$ cat config.mk
export PLATFORM = sky130hd
export DESIGN_NAME = md5_compress_core
export DESIGN_NICKNAME = d
export VERILOG_FILES = /design/src/rtl/md5_pkg.sv /design/src/rtl/md5_step.sv /design/src/rtl/md5_compress_core.sv
export SDC_FILE = /design/constraint.sdc
export NUM_CORES = 2
export LEC_CHECK = 0
export ABC_AREA = 1
export CAP_MARGIN = 10
export CORE_AREA = 2 2 321 450
export CTS_BUF_LIST = sky130_fd_sc_hd__clkbuf_4 sky130_fd_sc_hd__clkbuf_8
export DETAILED_ROUTE_END_ITERATION = 10
export DIE_AREA = 0 0 323 452
export PLACE_DENSITY_LB_ADDON = 0.15
export SETUP_SLACK_MARGIN = 0.02
export SLEW_MARGIN = 20
export SYNTH_ARGS = -nofsm -noshare
export SYNTH_HDL_FRONTEND = slang
export SYNTH_HIERARCHICAL = 1
export SYNTH_SLANG_ARGS = --single-unit
$ cat constraint.sdc
create_clock -name clk_i -period 7.31 [get_ports clk_i]
set_input_delay 1.8275 -clock clk_i [delete_from_list [all_inputs] [get_ports clk_i]]
set_output_delay 1.8275 -clock clk_i [all_outputs]
set_load 0.05 [all_outputs]
$ cat src/rtl/md5_pkg.sv
// Shared MD5 constants, state type and small helpers for the compression core.
package md5_pkg;

    typedef enum logic [1:0] {
        StIdle,
        StRun,
        StFin,
        StDone
    } md5_state_e;

    // Initial chaining value; word 0 is A.
    localparam logic [3:0][31:0] MD5_IV = {
        32'h10325476, 32'h98badcfe, 32'hefcdab89, 32'h67452301
    };

    localparam logic [31:0] MD5_K [64] = '{
        32'hd76aa478, 32'he8c7b756, 32'h242070db, 32'hc1bdceee,
        32'hf57c0faf, 32'h4787c62a, 32'ha8304613, 32'hfd469501,
        32'h698098d8, 32'h8b44f7af, 32'hffff5bb1, 32'h895cd7be,
        32'h6b901122, 32'hfd987193, 32'ha679438e, 32'h49b40821,
        32'hf61e2562, 32'hc040b340, 32'h265e5a51, 32'he9b6c7aa,
        32'hd62f105d, 32'h02441453, 32'hd8a1e681, 32'he7d3fbc8,
        32'h21e1cde6, 32'hc33707d6, 32'hf4d50d87, 32'h455a14ed,
        32'ha9e3e905, 32'hfcefa3f8, 32'h676f02d9, 32'h8d2a4c8a,
        32'hfffa3942, 32'h8771f681, 32'h6d9d6122, 32'hfde5380c,
        32'ha4beea44, 32'h4bdecfa9, 32'hf6bb4b60, 32'hbebfbc70,
        32'h289b7ec6, 32'heaa127fa, 32'hd4ef3085, 32'h04881d05,
        32'hd9d4d039, 32'he6db99e5, 32'h1fa27cf8, 32'hc4ac5665,
        32'hf4292244, 32'h432aff97, 32'hab9423a7, 32'hfc93a039,
        32'h655b59c3, 32'h8f0ccc92, 32'hffeff47d, 32'h85845dd1,
        32'h6fa87e4f, 32'hfe2ce6e0, 32'ha3014314, 32'h4e0811a1,
        32'hf7537e82, 32'hbd3af235, 32'h2ad7d2bb, 32'heb86d391
    };

    // Rotate amounts, indexed by {round, step mod 4}.
    localparam logic [4:0] MD5_S [16] = '{
        5'd7, 5'd12, 5'd17, 5'd22,
        5'd5, 5'd9,  5'd14, 5'd20,
        5'd4, 5'd11, 5'd16, 5'd23,
        5'd6, 5'd10, 5'd15, 5'd21
    };

    // Message word index used by step i.
    function automatic logic [3:0] md5_msg_idx(input logic [5:0] i);
        logic [3:0] n;
        n = i[3:0];
        case (i[5:4])
            2'd0:    return n;
            2'd1:    return 4'(n * 4'd5 + 4'd1);
            2'd2:    return 4'(n * 4'd3 + 4'd5);
            default: return 4'(n * 4'd7);
        endcase
    endfunction

    // Rotate left; the upper half of the doubled word holds the rotated value.
    function automatic logic [31:0] md5_rotl(input logic [31:0] x, input logic [4:0] s);
        logic [63:0] dbl;
        dbl = {x, x} << s;
        return dbl[63:32];
    endfunction

endpackage

$ cat src/rtl/md5_step.sv
// One combinational MD5 step: round function, add chain, rotate, word shuffle.
module md5_step
    import md5_pkg::*;
(
    input  logic [31:0] a_i,
    input  logic [31:0] b_i,
    input  logic [31:0] c_i,
    input  logic [31:0] d_i,
    input  logic [31:0] m_i,
    input  logic [31:0] k_i,
    input  logic [4:0]  s_i,
    input  logic [1:0]  round_i,
    output logic [31:0] a_o,
    output logic [31:0] b_o,
    output logic [31:0] c_o,
    output logic [31:0] d_o
);

    logic [31:0] f;
    logic [31:0] sum;

    // Round function selection and the rotated sum feeding the new B.
    always_comb begin
        f = '0;
        unique case (round_i)
            2'd0: f = (b_i & c_i) | (~b_i & d_i);
            2'd1: f = (b_i & d_i) | (c_i & ~d_i);
            2'd2: f = b_i ^ c_i ^ d_i;
            2'd3: f = c_i ^ (b_i | ~d_i);
        endcase
        sum = a_i + f + k_i + m_i;
        a_o = d_i;
        b_o = b_i + md5_rotl(sum, s_i);
        c_o = b_i;
        d_o = c_i;
    end

endmodule

$ cat src/rtl/md5_compress_core.sv
// MD5 compression of one 512-bit block, UNROLL steps per clock, valid/ready on both sides.
// Word 0 of H_i/H_o is A, word 3 is D.
module md5_compress_core
    import md5_pkg::*;
#(
    parameter int unsigned UNROLL = 1,
    parameter int unsigned W      = 32
) (
    input  logic                 clk_i,
    input  logic                 rst_i,
    input  logic                 valid_i,
    output logic                 ready_o,
    input  logic [15:0][W-1:0]   M_i,
    input  logic [3:0][W-1:0]    H_i,
    input  logic                 init_i,
    output logic                 valid_o,
    input  logic                 ready_i,
    output logic [3:0][W-1:0]    H_o,
    output logic                 busy_o
);

    if (!(UNROLL == 1 || UNROLL == 2 || UNROLL == 4)) begin : g_bad_unroll
        $error("md5_compress_core: UNROLL must be 1, 2 or 4");
    end
    if (W != 32) begin : g_bad_width
        $error("md5_compress_core: W must be 32");
    end

    // Counter value at the start of the cycle that completes step 63.
    localparam logic [5:0] LastCnt = 6'(64 - UNROLL);

    md5_state_e          state_q, state_d;
    logic [5:0]          cnt_q, cnt_d;
    logic [15:0][W-1:0]  m_q, m_d;
    logic [3:0][W-1:0]   work_q, work_d;
    logic [3:0][W-1:0]   chain_q, chain_d;
    logic [3:0][W-1:0]   h_q, h_d;

    // Step chain: element 0 is the registered state, element UNROLL the result.
    logic [W-1:0] a_s [UNROLL+1];
    logic [W-1:0] b_s [UNROLL+1];
    logic [W-1:0] c_s [UNROLL+1];
    logic [W-1:0] d_s [UNROLL+1];

    assign a_s[0] = work_q[0];
    assign b_s[0] = work_q[1];
    assign c_s[0] = work_q[2];
    assign d_s[0] = work_q[3];

    for (genvar j = 0; j < UNROLL; j++) begin : g_step
        logic [5:0] idx;
        logic [3:0] g;
        assign idx = cnt_q + 6'(j);
        assign g   = md5_msg_idx(idx);

        md5_step u_step (
            .a_i     (a_s[j]),
            .b_i     (b_s[j]),
            .c_i     (c_s[j]),
            .d_i     (d_s[j]),
            .m_i     (m_q[g]),
            .k_i     (MD5_K[idx]),
            .s_i     (MD5_S[{idx[5:4], idx[1:0]}]),
            .round_i (idx[5:4]),
            .a_o     (a_s[j+1]),
            .b_o     (b_s[j+1]),
            .c_o     (c_s[j+1]),
            .d_o     (d_s[j+1])
        );
    end

    // Held low during reset so no block is offered while the core is cleared.
    assign ready_o = (state_q == StIdle) && rst_i;
    assign busy_o  = (state_q != StIdle);
    assign valid_o = (state_q == StDone);
    assign H_o     = h_q;

    // Next-state logic for the FSM and datapath registers.
    always_comb begin
        state_d = state_q;
        cnt_d   = cnt_q;
        m_d     = m_q;
        work_d  = work_q;
        chain_d = chain_q;
        h_d     = h_q;
        case (state_q)
            StIdle: begin
                if (valid_i && ready_o) begin
                    m_d     = M_i;
                    work_d  = init_i ? MD5_IV : H_i;
                    chain_d = init_i ? MD5_IV : H_i;
                    cnt_d   = '0;
                    state_d = StRun;
                end
            end
            StRun: begin
                work_d[0] = a_s[UNROLL];
                work_d[1] = b_s[UNROLL];
                work_d[2] = c_s[UNROLL];
                work_d[3] = d_s[UNROLL];
                cnt_d     = cnt_q + 6'(UNROLL);
                if (cnt_q == LastCnt) begin
                    state_d = StFin;
                end
            end
            StFin: begin
                for (int j = 0; j < 4; j++) begin
                    h_d[j] = chain_q[j] + work_q[j];
                end
                state_d = StDone;
            end
            StDone: begin
                if (ready_i) begin
                    state_d = StIdle;
                end
            end
            default: state_d = StIdle;
        endcase
    end

    // State registers with asynchronous active-low clear.
    always_ff @(posedge clk_i or negedge rst_i) begin
        if (!rst_i) begin
            state_q <= StIdle;
            cnt_q   <= '0;
            m_q     <= '0;
            work_q  <= '0;
            chain_q <= '0;
            h_q     <= '0;
        end else begin
            state_q <= state_d;
            cnt_q   <= cnt_d;
            m_q     <= m_d;
            work_q  <= work_d;
            chain_q <= chain_d;
            h_q     <= h_d;
        end
    end

endmodule

---- After elaboration in Yosys (flattened, before gate mapping) ----
Memories as Yosys holds them, arrays and structs flattened.
Index checks and enable logic that the tools add are counted.
storage, ports and cells
  register bits ........................... 904
  bits in read-only memories .............. 2128
  input bits .............................. 645
  output and inout bits ................... 131
  word-level logic and storage cells ...... 100
  memories kept ........................... 2
operators by class
  $add $sub $neg .......................... 11
  multipliers ............................. 3
  order comparisons ....................... 3
  eq/ne operators ......................... 10
  shift operators ......................... 1
  multiplexer cells ....................... 17
  bitwise operators ....................... 14
  reductions and logical operators ........ 9
memories
  memory            words  bits a word  read ports  clocked after Yosys merged registers in  write ports  line                     source
  (name not given)  64     32           1           0                                        0            md5_compress_core.sv:62  .k_i (MD5_K[idx]),
  (name not given)  16     5            1           0                                        0            md5_compress_core.sv:63  .s_i (MD5_S[{idx[5:4], idx[1:0]}]),
operators by type and width
  operator                                                  number
  adder 32 bit                                              8
  2-to-1 mux 128 bit                                        2
  case mux 128 bit (2 select lines)                         1
  bitwise AND 32 bit                                        4
  binary-select mux 32 bit (select 4 bit)                   1
  case mux 32 bit (4 select lines)                          1
  2-to-1 mux 32 bit                                         3
  OR 32 bit                                                 3
  XOR 32 bit                                                3
  inverter 32 bit                                           2
  << shifter 64 x 5 -> 64 bit                               1
  case mux 4 bit (3 select lines)                           1
  case mux 6 bit (2 select lines)                           1
  2-to-1 mux 5 bit                                          2
  == test 2 bit, second input constant                      4
  multiplier 4 x 3 -> 4 bit, second input constant          2
  case mux 2 bit (4 select lines)                           1
  greater-or-equal comparator 7 bit, second input constant  1
  inverter 6 -> 7 bit                                       1
  adder 6 x 1 -> 6 bit, second input constant               1
  == test 6 bit, second input constant                      1
  2-to-1 mux 2 bit                                          3
  2-to-1 mux 6 bit                                          1
  greater-or-equal comparator 5 bit, second input constant  1
  13 further kinds                                          19

---- Depth between registers and ports, before layout ----
  depth after elaboration ................. 10
  depth in mapped cells ................... 58
  gate-level depth less buffers ........... 54

---- Cells and area by module ----
The synthesis kept the hierarchy.
modules (own cells, without submodules)
  module             times used  cells an instance  area an instance (µm²)  seq. area each (µm²)
  md5_compress_core  1           7762               52668.0                 22621.7
  md5_step           1           1944               10872.9                 0.0

---- Worst setup path before layout ----
No wires, ideal clock.
  path type ............................... register -> register
  from .................................... register cnt_q[2]
  to ...................................... register work_q (netlist bit b_s[54])
  library setup time ...................... 0.130 ns
  arrival time ............................ 7.903 ns
  required time ........................... 7.180 ns
  slack ................................... -0.722 ns
  stages on the path, launching flop included .. 52
  path buffers ............................ 2
  period minus slack after synthesis ...... 8.032 ns
  cell sequence ........................... dfrtp_1 -> clkinv_1 -> clkbuf_1 -> ha_1 -> fa_1 -> or2_2 -> nand3_1 -> nand3_1 -> nand2_1 -> inv_1 -> buf_2 -> nand2_1 -> nand2_1 -> inv_1 -> fa_1 -> fa_1 -> inv_1 -> ha_1 -> [16 not listed] -> nand3_1 -> nand2_1 -> ha_1 -> fa_1 -> nand3_1 -> nand2_1 -> a21oi_2 -> o21ai_2 -> a21boi_2 -> o21ai_2 -> a21oi_1 -> o21ai_0 -> nand2_1 -> nand2_1 -> nand2_1 -> nand2_1 -> o21ai_0 -> o21ai_0
RTL lines
  what                    line                      source
  start, declared         md5_compress_core.sv:33   logic [5:0] cnt_q, cnt_d;
  start signal, assigned  md5_compress_core.sv:132  cnt_q <= cnt_d;
  end signal, assigned    md5_compress_core.sv:134  work_q <= work_d;
  end, declared           md5_compress_core.sv:35   logic [3:0][W-1:0] work_q, work_d;

==> flow_metrics.env <==
export IMPL_cp_top_family="simple AND/OR/NAND/NOR gates"
export IMPL_dp_final_hpwl_um=230000
export IMPL_reg2reg_to="b_s[60]"
export IMPL_path_max_fanout=9
export IMPL_path_buf_inv=15
export IMPL_fin_ws_ps=-291
export IMPL_ys_ff_latch=904
export IMPL_drt_wl_total_um=293000
export IMPL_synth_edf_count=0
export IMPL_syn_inst=9706
export IMPL_synth_xor_area_share=0.0169
export IMPL_worstMarginPinSlew_ps=1150
export IMPL_fin_nets=11787
export IMPL_cts_buffers=146
export IMPL_yosys_area_top_type="dfrtp_1"
export IMPL_drv_cap=0
export IMPL_synthSimpleGateAreaFrac=0.384
export IMPL_vias_per_cell=5.43
export IMPL_hold_depth=2
export IMPL_synth_compound_area_frac=0.0794
export IMPL_drtIter0Drc=6386
export IMPL_path_common_cell="nand2_1"
export IMPL_arrival_ps=8400
export IMPL_io_buffers=775
export IMPL_crit_start="cnt_q[0]"
export IMPL_synth_adder_area_share=0.0657
export IMPL_max_freq_mhz=132
export IMPL_antenna_found_initial=4
export IMPL_overflow=0
export IMPL_grt_pass1_vias=69321
export IMPL_drive_gt1_frac=0.152
export IMPL_r2r_start="cnt_q[0]"
export IMPL_drt_wirelength_per_cell_um=22.7
export IMPL_netlist_area_mm2=0.0635
export IMPL_critical_path_class="flop to flop"
export IMPL_start_util=0.447
export IMPL_die_area_mm2=0.146
export IMPL_min_period_ps=7600
export IMPL_slowest_stage="fa_1"
export IMPL_muxShareOfSynthArea=0.000158
export IMPL_ctsHtreeMaxLevel=4
export IMPL_grt_pass1_wl_um=431000
export IMPL_synth_cell_type_count=65
export IMPL_synth_area_leaders="dfrtp_1, nand2_1, nand3_1"
export IMPL_synth_top_family_by_area="simple AND/OR/NAND/NOR gates"
export IMPL_slew_headroom=0.231
export IMPL_slew_viol_final=0
export IMPL_synth_nets=10642
export IMPL_die_w_um=323
export IMPL_clk_latency_ps=950
export IMPL_grt_max_degree=235
export IMPL_cts_root_buf="clkbuf_8"
export IMPL_fin_skew_ps=79.0
export IMPL_ant_nets=0
export IMPL_synthFlopType="dfrtp_1"
export IMPL_setup_viol=18
export IMPL_cp_endpoint="b_s[60]"
export IMPL_required_ps=8110
export IMPL_max_stage_delay_ps=570
export IMPL_hold_path_class="flop to flop"
export IMPL_synthArstFlopShare=1.00
export IMPL_violations="design-rule violations, negative setup slack"
export IMPL_die_h_um=452
export IMPL_reg2reg_depth=53
export IMPL_drc=1
export IMPL_track_usage=0.397
export IMPL_drtPass1Iterations=11
export IMPL_row_count=164
export IMPL_grt_setup_unrepaired="yes"
export IMPL_yosysSeqAreaShare=0.356
export IMPL_syn2layout_area_growth_pct=31.9
export IMPL_outcome="complete, but fails checks"
export IMPL_cts_sinks=904
export IMPL_hold_violations=0
export IMPL_route_vias_total=69938
export IMPL_cts_tree="yes"
export IMPL_cp_start_kind="flop"
export IMPL_r2r_slack_ps=-290
export IMPL_pin_count=776
export IMPL_clk_path_buf_depth=3
export IMPL_endpoint_kind="flop"
export IMPL_yosys_warnings=6
export IMPL_final_area_mm2=0.0838
export IMPL_synth_top_area_frac=0.356
export IMPL_dpl_cell_area_mm2=0.0769
export IMPL_finalCritPeriodShare=1.04
export IMPL_gp_congestion=1.03
export IMPL_syn_area_per_cell_um2=6.55
export IMPL_coreArea_mm2=0.142
export IMPL_cp_depth=53
export IMPL_tns_ps=-3890
export IMPL_path_clk_slew_ps=70
==> cells in the final DEF, fill, tap and decap left out, types with 30 or more instances in the layout <==
cell type,instances
or2_2,31
nand3_1,988
ha_1,171
a31oi_1,68
inv_1,873
xnor2_1,78
clkdlybuf4s50_1,773
o21ai_1,31
ha_4,43
clkbuf_4,30
a21oi_1,229
clkinv_2,32
buf_12,46
fa_1,57
nand3_2,137
xor2_1,32
nand2_1,4030
nand2_4,43
inv_2,55
clkbuf_8,178
dfrtp_1,901
o21ai_0,368
nor2_1,489
buf_4,686
nand2_2,143
==> state kept, by name, summed over array words and instances, names as in the netlist <==
| name | count |
|---|---|
| m_q | 512 |
| H_o | 128 |
| chain_q | 128 |
| a_s | 32 |
| b_s | 32 |
| c_s | 32 |
| d_s | 32 |
| cnt_q | 6 |
| state_q | 2 |
==> through the flow <==
stage | utilization | setup slack (ps) | hold WS [ps] | cells
after global placement | 0.542 | -927 | 454 | 12540
after CTS | 0.585 | -308 | 473 | 12866
final | 0.590 | -291 | 470 | 12881
after detailed placement | 0.542 | -984 | 458 | 12540
after floorplan | - | 28.5 | 442 | 9706
after global routing | 0.590 | -712 | 483 | 12881
==> Yosys cell counts (6+ instances only) <==
cell / instances
clkinv_1: 6
inv_2: 12
o21ai_1: 8
a31oi_1: 70
ha_1: 220
nand2_1: 4203
o21ai_0: 405
o211ai_1: 25
nand4_1: 26
and2_1: 10
o21a_1: 6
o22ai_1: 17
o221ai_1: 15
nor3b_1: 7
nand3b_1: 19
a311oi_1: 17
fa_1: 71
or2_2: 31
dfrtp_1: 904
o21bai_1: 10
xnor2_1: 85
nor2_1: 510
nand3_2: 9
buf_2: 135
nand3_1: 1132
buf_4: 113
a21o_1: 9
buf_1: 26
xor2_1: 36
clkbuf_1: 273
a21oi_1: 256
o211ai_2: 6
nor3_1: 30
nand2_2: 15
o2111ai_1: 12
inv_1: 922
==> metal layers <==
layer  GRT usage  up-vias  wire length, um
met4       0.336        4            30100
met1       0.439    32880           105000
met5           0        -               26
met2       0.663     3244           137000
li1            -    32843                -
met3      0.0668      967            20500
==> worst min path at each step <==
stage | start | end | slack, ps
final | m_q[218] | m_q[218] | 470
after global placement | m_q[151] | m_q[151] | 450
after detailed placement | m_q[221] | m_q[221] | 460
after global routing | m_q[73] | m_q[73] | 480
after CTS | m_q[218] | m_q[218] | 470
after floorplan | m_q[0] | m_q[0] | 440
==> cells by family after synthesis <==
logic type,after synthesis
multiplexers,1
adder cells (fa/ha/maj),291
flip-flops,904
AO/OA/AOI/OAI,892
XOR/XNOR,122
buffers and inverters,1488
AND/OR/NAND/NOR,6008
==> layout make-up <==
cell class                      instances  area (um^2)
Fill cell                           13658        58200
Multi-Input combinational cell       7314        37500
Sequential cell                       904        22600
Timing Repair Buffer                 1545        14400
Inverter                              940         3580
Clock buffer                          208         2680
Tap cell                             1909         2390
Clock inverter                         59          671
Antenna cell                            2         5.00
==> timing repair <==
item,in CTS,in global routing
gates cloned,5,2
buffers inserted,57,13
gates resized for setup,523,174
endpoints found under the setup margin,29,29
pin swaps,156,77
hold buffers,0,0
==> tightest hold or removal path: cells and delay by family (launching register included) <==
| kind | cells | cell delay (ps) |
|---|---|---|
| flops | 1 | 340 |
| simple gates | 2 | 100 |
Power is left out: the tool's default activity adds up to more than one toggle a clock period on the data nets, which glitch-free logic cannot reach.
